--- config.mk ---
export PLATFORM = sky130hd
export DESIGN_NAME = hazard_ctrl
export DESIGN_NICKNAME = d
export VERILOG_FILES = /design/src/rtl/hazard_ctrl.sv
export SDC_FILE = /design/constraint.sdc
export NUM_CORES = 1
export LEC_CHECK = 0
export ABC_AREA = 0
export CORE_ASPECT_RATIO = 1.5
export CORE_MARGIN = 2
export CORE_UTILIZATION = 40
export CTS_CLUSTER_SIZE = 10
export DETAILED_ROUTE_END_ITERATION = 10
export PLACE_DENSITY = 0.7
export SLEW_MARGIN = 25
export SYNTH_ARGS = -nofsm -noshare
export SYNTH_HDL_FRONTEND = slang
export SYNTH_SLANG_ARGS = --single-unit
export TNS_END_PERCENT = 20
--- constraint.sdc ---
create_clock -name clk -period 2.5 [get_ports clk]
set_input_delay 0.25 -clock clk [delete_from_list [all_inputs] [get_ports clk]]
set_output_delay 0.25 -clock clk [all_outputs]
set_load 0.005 [all_outputs]
--- src/rtl/hazard_ctrl.sv ---
// hazard_ctrl: pipeline hazard controller for the DE/EX stage register.
// Tracks destinations of instructions in EX and MEM, detects RAW / load-use
// hazards against DE, and drives PC/IF-DE stall, DE/EX bubble and branch flush.
//
// state | meaning
// ------+------------------------------------------------------------
// RUN   | previous cycle issued normally
// STALL | previous cycle held PC and IF/DE and inserted a DE/EX bubble
// FLUSH | previous cycle squashed IF/DE for a taken branch
module hazard_ctrl #(
  parameter int REG_AW = 5,
  parameter bit FWD_EN = 1'b1,
  parameter int CNT_W  = 16
) (
  input  logic              clk,
  input  logic              rst_n,
  input  logic              de_valid,
  input  logic [REG_AW-1:0] de_rs1,
  input  logic              de_rs1_used,
  input  logic [REG_AW-1:0] de_rs2,
  input  logic              de_rs2_used,
  input  logic [REG_AW-1:0] de_rd,
  input  logic              de_ru_write,
  input  logic              de_is_load,
  input  logic              ex_br_taken,
  output logic              pc_stall,
  output logic              fd_stall,
  output logic              fd_flush,
  output logic              de_ex_bubble,
  output logic [1:0]        hz_state,
  output logic [CNT_W-1:0]  stall_cnt,
  output logic [CNT_W-1:0]  flush_cnt
);

  typedef enum logic [1:0] {
    RUN   = 2'd0,
    STALL = 2'd1,
    FLUSH = 2'd2
  } state_t;

  state_t state_q, state_d;

  // EX and MEM scoreboard slots. The register file is write-before-read, so an
  // instruction in WB can never cause a hazard; it simply retires out of MEM.
  // The MEM slot does not keep the load flag: loads only matter while in EX.
  logic              ex_v, ex_wr, ex_ld;
  logic [REG_AW-1:0] ex_rd;
  logic              mem_v, mem_wr;
  logic [REG_AW-1:0] mem_rd;

  logic match_ex, match_mem, hazard;

  // Source/destination compare against EX and MEM; x0 never matches.
  always_comb begin
    match_ex  = ex_v & ex_wr & (ex_rd != '0) &
                ((de_rs1_used & (de_rs1 == ex_rd)) | (de_rs2_used & (de_rs2 == ex_rd)));
    match_mem = mem_v & mem_wr & (mem_rd != '0) &
                ((de_rs1_used & (de_rs1 == mem_rd)) | (de_rs2_used & (de_rs2 == mem_rd)));
    if (FWD_EN) hazard = de_valid & match_ex & ex_ld;
    else        hazard = de_valid & (match_ex | match_mem);
  end

  // Next-state and zero-latency control outputs; a taken branch wins over a hazard.
  always_comb begin
    state_d      = RUN;
    pc_stall     = 1'b0;
    fd_stall     = 1'b0;
    fd_flush     = 1'b0;
    de_ex_bubble = 1'b0;
    if (ex_br_taken) begin
      state_d      = FLUSH;
      fd_flush     = 1'b1;
      de_ex_bubble = 1'b1;
    end else if (hazard) begin
      state_d      = STALL;
      pc_stall     = 1'b1;
      fd_stall     = 1'b1;
      de_ex_bubble = 1'b1;
    end
  end

  // State register.
  always_ff @(posedge clk or negedge rst_n) begin
    if (!rst_n) state_q <= RUN;
    else        state_q <= state_d;
  end

  assign hz_state = state_q;

  // Scoreboard shift: DE enters EX unless bubbled or empty, EX moves to MEM.
  always_ff @(posedge clk or negedge rst_n) begin
    if (!rst_n) begin
      ex_v   <= 1'b0;
      ex_wr  <= 1'b0;
      ex_ld  <= 1'b0;
      ex_rd  <= '0;
      mem_v  <= 1'b0;
      mem_wr <= 1'b0;
      mem_rd <= '0;
    end else begin
      ex_v   <= de_valid & ~de_ex_bubble;
      ex_wr  <= de_ru_write;
      ex_ld  <= de_is_load;
      ex_rd  <= de_rd;
      mem_v  <= ex_v;
      mem_wr <= ex_wr;
      mem_rd <= ex_rd;
    end
  end

  // Saturating performance counters: stall cycles and flush events.
  always_ff @(posedge clk or negedge rst_n) begin
    if (!rst_n) begin
      stall_cnt <= '0;
      flush_cnt <= '0;
    end else begin
      if (pc_stall && (stall_cnt != {CNT_W{1'b1}})) stall_cnt <= stall_cnt + CNT_W'(1);
      if (fd_flush && (flush_cnt != {CNT_W{1'b1}})) flush_cnt <= flush_cnt + CNT_W'(1);
    end
  end

endmodule

### Word-level counts from Yosys, hierarchy flattened

Cells that the tools add are included.

* bits in registers: 42
* bits in latches: 0
* RAM bits: 0
* ROM bits: 0
* input bits: 23
* word-level logic and storage cells: 32
* memories kept: 0

* $add $sub $neg: 2
* multiply operators: 0
* div/mod/pow operators: 0
* $lt $le $gt $ge: 0
* equal/unequal tests: 4
* shifts and indexed selects: 0
* multiplexer cells: 6
* bitwise logic cells: 10
* reduce and logical (&&, ||, !) cells: 3

Operators with widths (count)
* 16-bit by 1-bit adder with 16-bit output, second input constant: 2
* 16-bit inequality test, second input constant: 2
* 5-bit equality test: 2
* 1-bit bitwise AND: 8
* 1-bit 2-to-1 mux: 5
* 5-bit nonzero test: 1
* 1-bit logical AND: 2
* 2-bit 2-to-1 mux: 1
* 1-bit inverter: 1
* 1-bit bitwise OR: 1

### Logic depth before layout (Yosys ltp)

Gate-level depths: netlist of run 1.

* word-level depth: 10
* gate-level depth with buffers: 6
* gate-level depth less buffers: 6

### Worst setup path before layout of run 1

No wires, ideal clock.

* path kind: register to register
* from: register ex_rd[3]
* to: register stall_cnt[1]
* data arrival time: 1.896 ns
* data required time: 2.375 ns
* setup slack: 0.479 ns
* stages on the path, launching flop included: 6
* buffers on the path: 0
* clock period less this slack: 2.021 ns
* cells stage by stage: dfrtp_1 > xor2_1 > nor4_2 > a32oi_2 > or4_4 > mux2_4

* cells in the longest elaborated chain, start to end: 9
* elaborated cells between the ends (all ways): 13
* those cells by class: eq/ne (2); mux (2); bitwise (7); reduce/logical (2)

RTL lines
* start: declaration: RTL line 47 `logic [REG_AW-1:0] ex_rd;`
* start signal: assignment: RTL line 104 `ex_rd <= de_rd;`
* 5-bit equality test: RTL line 56 `((de_rs1_used & (de_rs1 == ex_rd)) | (de_rs2_used & (de_rs2 == ex_rd)));`
* 1-bit bitwise AND: RTL line 56
* 1-bit bitwise OR: RTL line 56
* 1-bit bitwise AND *: RTL line 55 `match_ex = ex_v & ex_wr & (ex_rd != '0) &`
* 1-bit bitwise AND * (2 in series): RTL line 59 `if (FWD_EN) hazard = de_valid & match_ex & ex_ld;`
* 1-bit 2-to-1 mux *: RTL line 74 `end else if (hazard) begin`
* 1-bit 2-to-1 mux *: RTL line 70 `if (ex_br_taken) begin`
* 1-bit logical AND *: RTL line 117 `if (pc_stall && (stall_cnt != {CNT_W{1'b1}})) stall_cnt <= stall_cnt + CNT_W'(1);`
* end signal: assignment: RTL line 117
* end: declaration: RTL line 31 `output logic [CNT_W-1:0] stall_cnt,`

Every way passes the cells marked *; elsewhere a longest branch is shown, timed or not.
A chain may end at the register's enable or synchronous reset.

### Final worst setup path of run 1

* from: register ex_rd[1]
* to: output de_ex_bubble

* cells in the longest elaborated chain, start to end: 8
* elaborated cells between the ends (all ways): 12
* those cells by class: eq/ne (2); mux (2); bitwise (7); reduce/logical (1)

RTL lines
* 5-bit equality test: RTL line 56
* 1-bit bitwise AND: RTL line 56
* 1-bit bitwise OR: RTL line 56
* 1-bit bitwise AND *: RTL line 55
* 1-bit bitwise AND * (2 in series): RTL line 59
* 1-bit 2-to-1 mux *: RTL line 74
* 1-bit 2-to-1 mux *: RTL line 70
* end: declaration: RTL line 29 `output logic de_ex_bubble,`

Marked as above.

==> results of run 1 <==
[final timing paths]
path | startpoint | end | slack, ns | depth (start not counted)
worst max-delay path | ex_rd[1]$_DFF_PN0_ | de_ex_bubble | 0.19 | 6
worst min-delay path | rst_n | stall_cnt[7]$_DFFE_PN0P_ | 0.09 | 1
worst max register to register | ex_rd[1]$_DFF_PN0_ | stall_cnt[12]$_DFFE_PN0P_ | 0.39 | 7
worst min register to register | flush_cnt[7]$_DFFE_PN0P_ | flush_cnt[7]$_DFFE_PN0P_ | 0.49 | 1
max in group asynchronous | rst_n | stall_cnt[10]$_DFFE_PN0P_ | 1.85 | 1
min in group clk | de_rd[3] | ex_rd[3]$_DFF_PN0_ | 0.40 | 1
[timing repair]
item | 4_1_cts | 5_1_grt
endpoints found under the hold margin | 0 | 0
setup endpoints to repair | 3 | 2
gates resized for setup | 2 | 3
pin swaps | 0 | 1
setup buffers | 1 | 0
[Yosys cell counts (all sizes together) (2+ instances only)]
master / n
and4: 4
nand2b: 2
and2: 2
xnor2: 10
nor4: 10
mux2: 2
or4: 4
clkbuf: 3
or4b: 4
nand4: 5
xor2: 28
or3: 3
o21ai: 3
and3: 4
nor2: 11
inv: 3
buf: 3
nand2: 8
nand3: 7
dfrtp: 42
a31oi: 2
nor3: 8
ha: 2
[critical path, delay by kind of cell (launching register included)]
kind,cells,cell delay (ns)
AOI/OAI and AO/OA,1,0.12
and+or+nand+nor,3,0.84
buffers and inverters,2,0.38
DFF,1,0.42
[state kept, by name (all words and copies together) (netlist names)]
name,count
ex_ld,1
ex_rd,5
ex_v,1
ex_wr,1
flush_cnt,16
hz_state,2
stall_cnt,16
[placed cells by master, fill, tap and decap left out, drive strengths merged, types with 3 or more instances in the layout]
master / n
nor4: 10
buf: 9
or3: 3
o21ai: 3
or4: 4
or4b: 4
inv: 3
xor2: 28
clkbuf: 5
dfrtp: 42
and4: 4
nor3: 8
clkdlybuf4s50: 56
xnor2: 10
nand3: 7
and3: 4
nand2: 8
nand4: 5
nor2: 11
[cell type report]
cell class	instances	area [µm²]	area share, %
timing repair buffer	68	659	23.5
multi-input combinational	128	925	32.9
tap	66	82.6	2.94
sequential	42	1050	37.4
clock buffer	5	68.8	2.45
inverter	3	11.3	0.401
clock inverter	2	10.0	0.357
[report_power, final]
group          switching [µW]  leakage (µW)  internal (µW)  total (µW)
clock network             214     0.0000438            187         401
registers                76.6      0.000548            746         822
logic                     116      0.000684            206         321
[per-layer routing]
metal / track usage, % / share of wire (%) / up-vias
li1: - / - / 772
met1: 18.7 / 38 / 762
met2: 28.4 / 54 / 46
met3: 4.30 / 5.2 / 10
met4: 7.09 / 2.5 / 0
met5: 0 / 0 / -
[through the flow]
stage	setup slack [ns]	hold WS, ns	total power (µW)	area [µm²]
floorplan	0.479	-0.0456	952	2010
global placement	0.0950	0.436	1150	2710
detailed placement	0.0506	0.433	1160	2710
CTS	0.0613	0.120	1570	2800
global route	0.0672	0.156	1640	2810
finish	0.195	0.0905	1550	2810
[cell families after synthesis]
logic type      count (synthesis)  synth area share [%]
buf+inv                         9                  2.12
fa+ha+maj                       2                  1.25
compound gates                  8                  2.81
xor+xnor                       38                  16.6
flops                          42                  52.4
simple gates                   77                  23.1
mux                             3                  1.81
==> flow_summary.yaml, run 1 <==
finish:
  diodes: 0
  num-fill-cells: 418
  drive_gt1_share_pct: 11.7
  stdcell_count: 314
  area_delta_synth_final_pct: 39.9
  finalCoreUtilization_pct: 57.9
  nets: 273
global_routing:
  grtUsageTotal_pct: 16.7
  grt_pass1_vias: 1600
  globalRouteOverflowTotal: 0
  antenna_found_initial: 0
  grt_pass1_wl_um: 7160
  grt_max_degree: 43
cts:
  numCtsBuffers: 5
  cts_root_buf: "clkbuf_8"
  cts_hold_buffers: 0
  clkSlewWorstSetupHoldPaths_ns: 0.07
  clk_latency_ns: 0.29
  tritoncts: "built"
  h-tree-depth: 2
  cts.path.max_buffers: 2
  cts.sinks: 42
sta:
  setup_viol: 0
  relSlewSlack_pct: 39.6
  grt_setup_unrepaired: "no"
  tns_ns: 0
  worst_pin_slew_ns: 0.906
  timing.fmax_mhz: 434
  hold_viol: 0
  slew_viol_final: 0
  period_minus_slack_ns: 2.31
  post-route-period-util_pct: 92.2
  worst_clock_skew_ns: 0.00267
route:
  first_pass_iters: 4
  wl_per_cell_um: 13.9
  routed_wl_um: 4370
  drt_iter0_drc: 51
  drcViolationCount: 0
  avgViaCountPerCell: 5.06
  drtAntennaViolNets: 0
  vias: 1590
synth:
  yosysUniqueCellTypes: 37
  synthFlopType: "dfrtp_1"
  syn_avg_cell_area_um2: 11.2
  async_reset_ff_share_pct: 100
  synth-seq-area-share_pct: 52.4
  synth_top_area_cell: "dfrtp_1"
  synth-seq-cells: 42
  yosysTopAreaCellShare_pct: 52.4
  yosysWarnings: 0
  syn-instance-count: 179
  syn-num-nets: 204
  synthTopCellsByArea: "dfrtp_1 (52%), xor2_1 (12%), xnor2_1 (4.4%), nor4_1 (2.8%), nor2_1 (2.1%)"
  syn_area_mm2: 0.00201
  synth-edff-count: 0
critical_path:
  critPathSlowestCell: "or4_1"
  crit_chain: "or4_1 > o21ai_1 > buf_4 > nor2_1 > or2_2 > dlygate4sd2_1"
  critPathArrivalTime_ns: 2.06
  max_stage_delay_ns: 0.53
  setup.worst_path.end_class: "output pin"
  worst_setup_path_start_kind: "flip-flop"
  worst-setup-path-type: "flip-flop to output pin"
  crit_required_ns: 2.25
  crit_fanout: 3
floorplanning:
  fp.dieArea_mm2: 0.00561
  start_util_pct: 41.4
  die_h_um: 90.8
  row_count: 31
  die-width_um: 61.8
  top_level_ports: 61
  core_mm2: 0.00485
pwr:
  max-vdd-ir-drop_v: 0.000407
  p_leak_uw: 0.00128
  p_per_area_mw_per_mm2: 550
placed_design:
  numPortBuffers: 60
  hpwl_um: 3300
  routabilityCongestion: 0.768
  place_inst: 306
flow_run:
  cap_violations: 0
hold_path:
  holdCritPathClass: "primary input to async pin"
status:
  status: "complete, no violations"
No activity file was read; power rests on OpenSTA's default activity.
==> run 2: changes to the inputs <==
--- a/config.mk
+++ b/config.mk
@@ -11,7 +11,7 @@
 export CORE_UTILIZATION = 40
 export CTS_CLUSTER_SIZE = 10
 export DETAILED_ROUTE_END_ITERATION = 10
-export PLACE_DENSITY = 0.7
+export PLACE_DENSITY = 0.68
 export SLEW_MARGIN = 25
 export SYNTH_ARGS = -nofsm -noshare
 export SYNTH_HDL_FRONTEND = slang
==> constraint.sdc (replaced) <==
create_clock -name clk -period 2.8 [get_ports clk]
set_input_delay 0.28 -clock clk [delete_from_list [all_inputs] [get_ports clk]]
set_output_delay 0.28 -clock clk [all_outputs]
set_load 0.005 [all_outputs]
==> run 2 against run 1 <==
Against the previous run: core utilization grew 0.88 points; clock skew increased by 0.0068 ns; combinational power fell by 12%; setup slack better by 0.021 ns; sequential share of layout area down 0.56 points; non-clock buffer count decreased by 2; cell count is 0.32% lower; clock-buffer cell count up 1; wire length fell by 2.2%; largest power group unchanged.
==> flow_summary.yaml, run 2 (synthesized netlist as in run 1, its figures left out) <==
pwr:
  clock_power_share_pct: 37.1
  max-vdd-ir-drop_v: 0.000367
  p_leak_uw: 0.00126
  switchingPower_uw: 390
  p_per_area_mw_per_mm2: 568
  p_comb_share_pct: 17.5
  p_int_uw: 1230
  pwr-share-seq_pct: 45.5
  power.share.switching_pct: 24.1
route:
  top_layer: "met4"
  wl_per_cell_um: 13.7
  drcViolationCount: 0
  dr_wl_met2_um: 2310
  met3_length_um: 177
  avgViaCountPerCell: 5.07
  routed_wl_um: 4280
  drtAntennaViolNets: 0
  vias: 1587
  wirelength_met1_um: 1730
  first_pass_iters: 3
  drt_iter0_drc: 30
critical_path:
  worst-setup-path-type: "flip-flop to output pin"
  crit_required_ns: 2.52
  worst_setup_path_start_kind: "flip-flop"
  critPathSlowestCell: "or4_1"
  crit_chain: "or4_1 > o21ai_1 > buf_6 > nor2_1 > or2_2 > clkdlybuf4s50_1"
  critPathArrivalTime_ns: 2.30
  setup.worst_path.end_class: "output pin"
  crit_fanout: 3
  max_stage_delay_ns: 0.53
sta:
  tns_ns: 0
  grt_setup_unrepaired: "no"
  slew_viol_final: 0
  timing.fmax_mhz: 387
  setup_viol: 0
  worst_hold_slack_ns: 0.410
  relSlewSlack_pct: 65.3
  post-route-period-util_pct: 92.3
  hold_viol: 0
  period_minus_slack_ns: 2.58
  worst_clock_skew_ns: 0.00943
  worst_pin_slew_ns: 0.520
global_routing:
  grt_pass1_vias: 1555
  antenna_found_initial: 0
  globalRouteOverflowTotal: 0
  grtUsageTotal_pct: 16.4
  grt_pass1_wl_um: 7050
  grt_max_degree: 43
cts:
  cts.path.max_buffers: 2
  h-tree-depth: 2
  clkSlewWorstSetupHoldPaths_ns: 0.09
  cts.sinks: 42
  numCtsBuffers: 5
  cts_root_buf: "clkbuf_8"
  clk_latency_ns: 0.30
  tritoncts: "built"
floorplanning:
  die-width_um: 61.8
  fp.dieArea_mm2: 0.00561
  row_count: 31
  start_util_pct: 41.4
  core_mm2: 0.00485
  top_level_ports: 61
  die_h_um: 90.8
finish:
  drive_gt1_share_pct: 10.1
  layout_common_cells: "clkdlybuf4s50_1 (59), dfrtp_1 (42), xor2_1 (28), nor2_1 (11), xnor2_1 (10)"
  area_delta_synth_final_pct: 42.0
  final_common_cell: "clkdlybuf4s50_1"
  diodes: 0
  largestRegisters: "flush_cnt (16), stall_cnt (16), ex_rd (5)"
  nets: 271
status:
  status: "complete, no violations"
hold_path:
  holdCritPathClass: "primary input to flip-flop"
flow_run:
  cap_violations: 0
placed_design:
  routabilityCongestion: 0.769
  numPortBuffers: 60
  hpwl_um: 3130
[run 2: repair_timing]
item | 4_1_cts | 5_1_grt
hold buffers | 0 | 1
endpoints found under the setup margin | 0 | 1
hold endpoints to repair | 0 | 25
setup buffers | 0 | 1
resized for setup | 0 | 1
[run 2: area by class of cell]
| type | instances | area [µm²] |
|---|---|---|
| multi-input combinational | 128 | 913 |
| tap | 66 | 82.6 |
| fill | 438 | 2000 |
| inverter | 3 | 11.3 |
| sequential | 42 | 1050 |
| clock inverter | 2 | 60.1 |
| clock buffer | 6 | 82.6 |
| timing repair buffer | 66 | 649 |
[run 2: final timing paths]
path | start | cells past startpoint | endpoint | slack, ns
max in group asynchronous | rst_n | 2 | flush_cnt[6]$_DFFE_PN0P_ | 1.94
setup / recovery | ex_rd[1]$_DFF_PN0_ | 6 | de_ex_bubble | 0.22
min in group asynchronous | rst_n | 2 | stall_cnt[5]$_DFFE_PN0P_ | 0.50
setup reg to reg | ex_rd[3]$_DFF_PN0_ | 6 | stall_cnt[1]$_DFFE_PN0P_ | 0.57
hold / removal | de_rd[2] | 1 | ex_rd[2]$_DFF_PN0_ | 0.41
hold reg to reg | flush_cnt[7]$_DFFE_PN0P_ | 1 | flush_cnt[7]$_DFFE_PN0P_ | 0.48
[run 2: critical path: cells and delay by family (launching register included)]
family,cells,cell delay [ns]
buffers and inverters,2,0.57
AO/OA/AOI/OAI,1,0.16
AND/OR/NAND/NOR,3,0.85
flip-flops,1,0.42
[run 2: stage by stage]
step / utilization, % / power, µW / worst slack, ns / area [µm²] / std cells
2_1_floorplan: - / 850 / 0.767 / 2010 / 179
3_3_place_gp: 55.4 / 1020 / 0.280 / 2680 / 303
3_5_place_dp: 55.4 / 1030 / 0.271 / 2680 / 303
4_1_cts: 58.3 / 1630 / 0.103 / 2830 / 311
5_1_grt: 58.8 / 1690 / 0.0922 / 2850 / 313
6_report: 58.8 / 1620 / 0.216 / 2850 / 313
[run 2: power groups by stage]
stage / clock (µW) / sequential, µW / combinational [µW]
floorplan: 0 / 740 / 110
global placement: 0 / 746 / 278
detailed placement: 0 / 747 / 285
CTS: 607 / 737 / 287
global route: 631 / 750 / 314
finish: 599 / 736 / 283
[run 2: layer usage]
| layer | track usage, % | vias to the layer above |
|---|---|---|
| li1 | - | 771 |
| met1 | 20.1 | 774 |
| met2 | 27.4 | 36 |
| met3 | 4.01 | 6 |
| met4 | 5.32 | 0 |
| met5 | 0 | - |
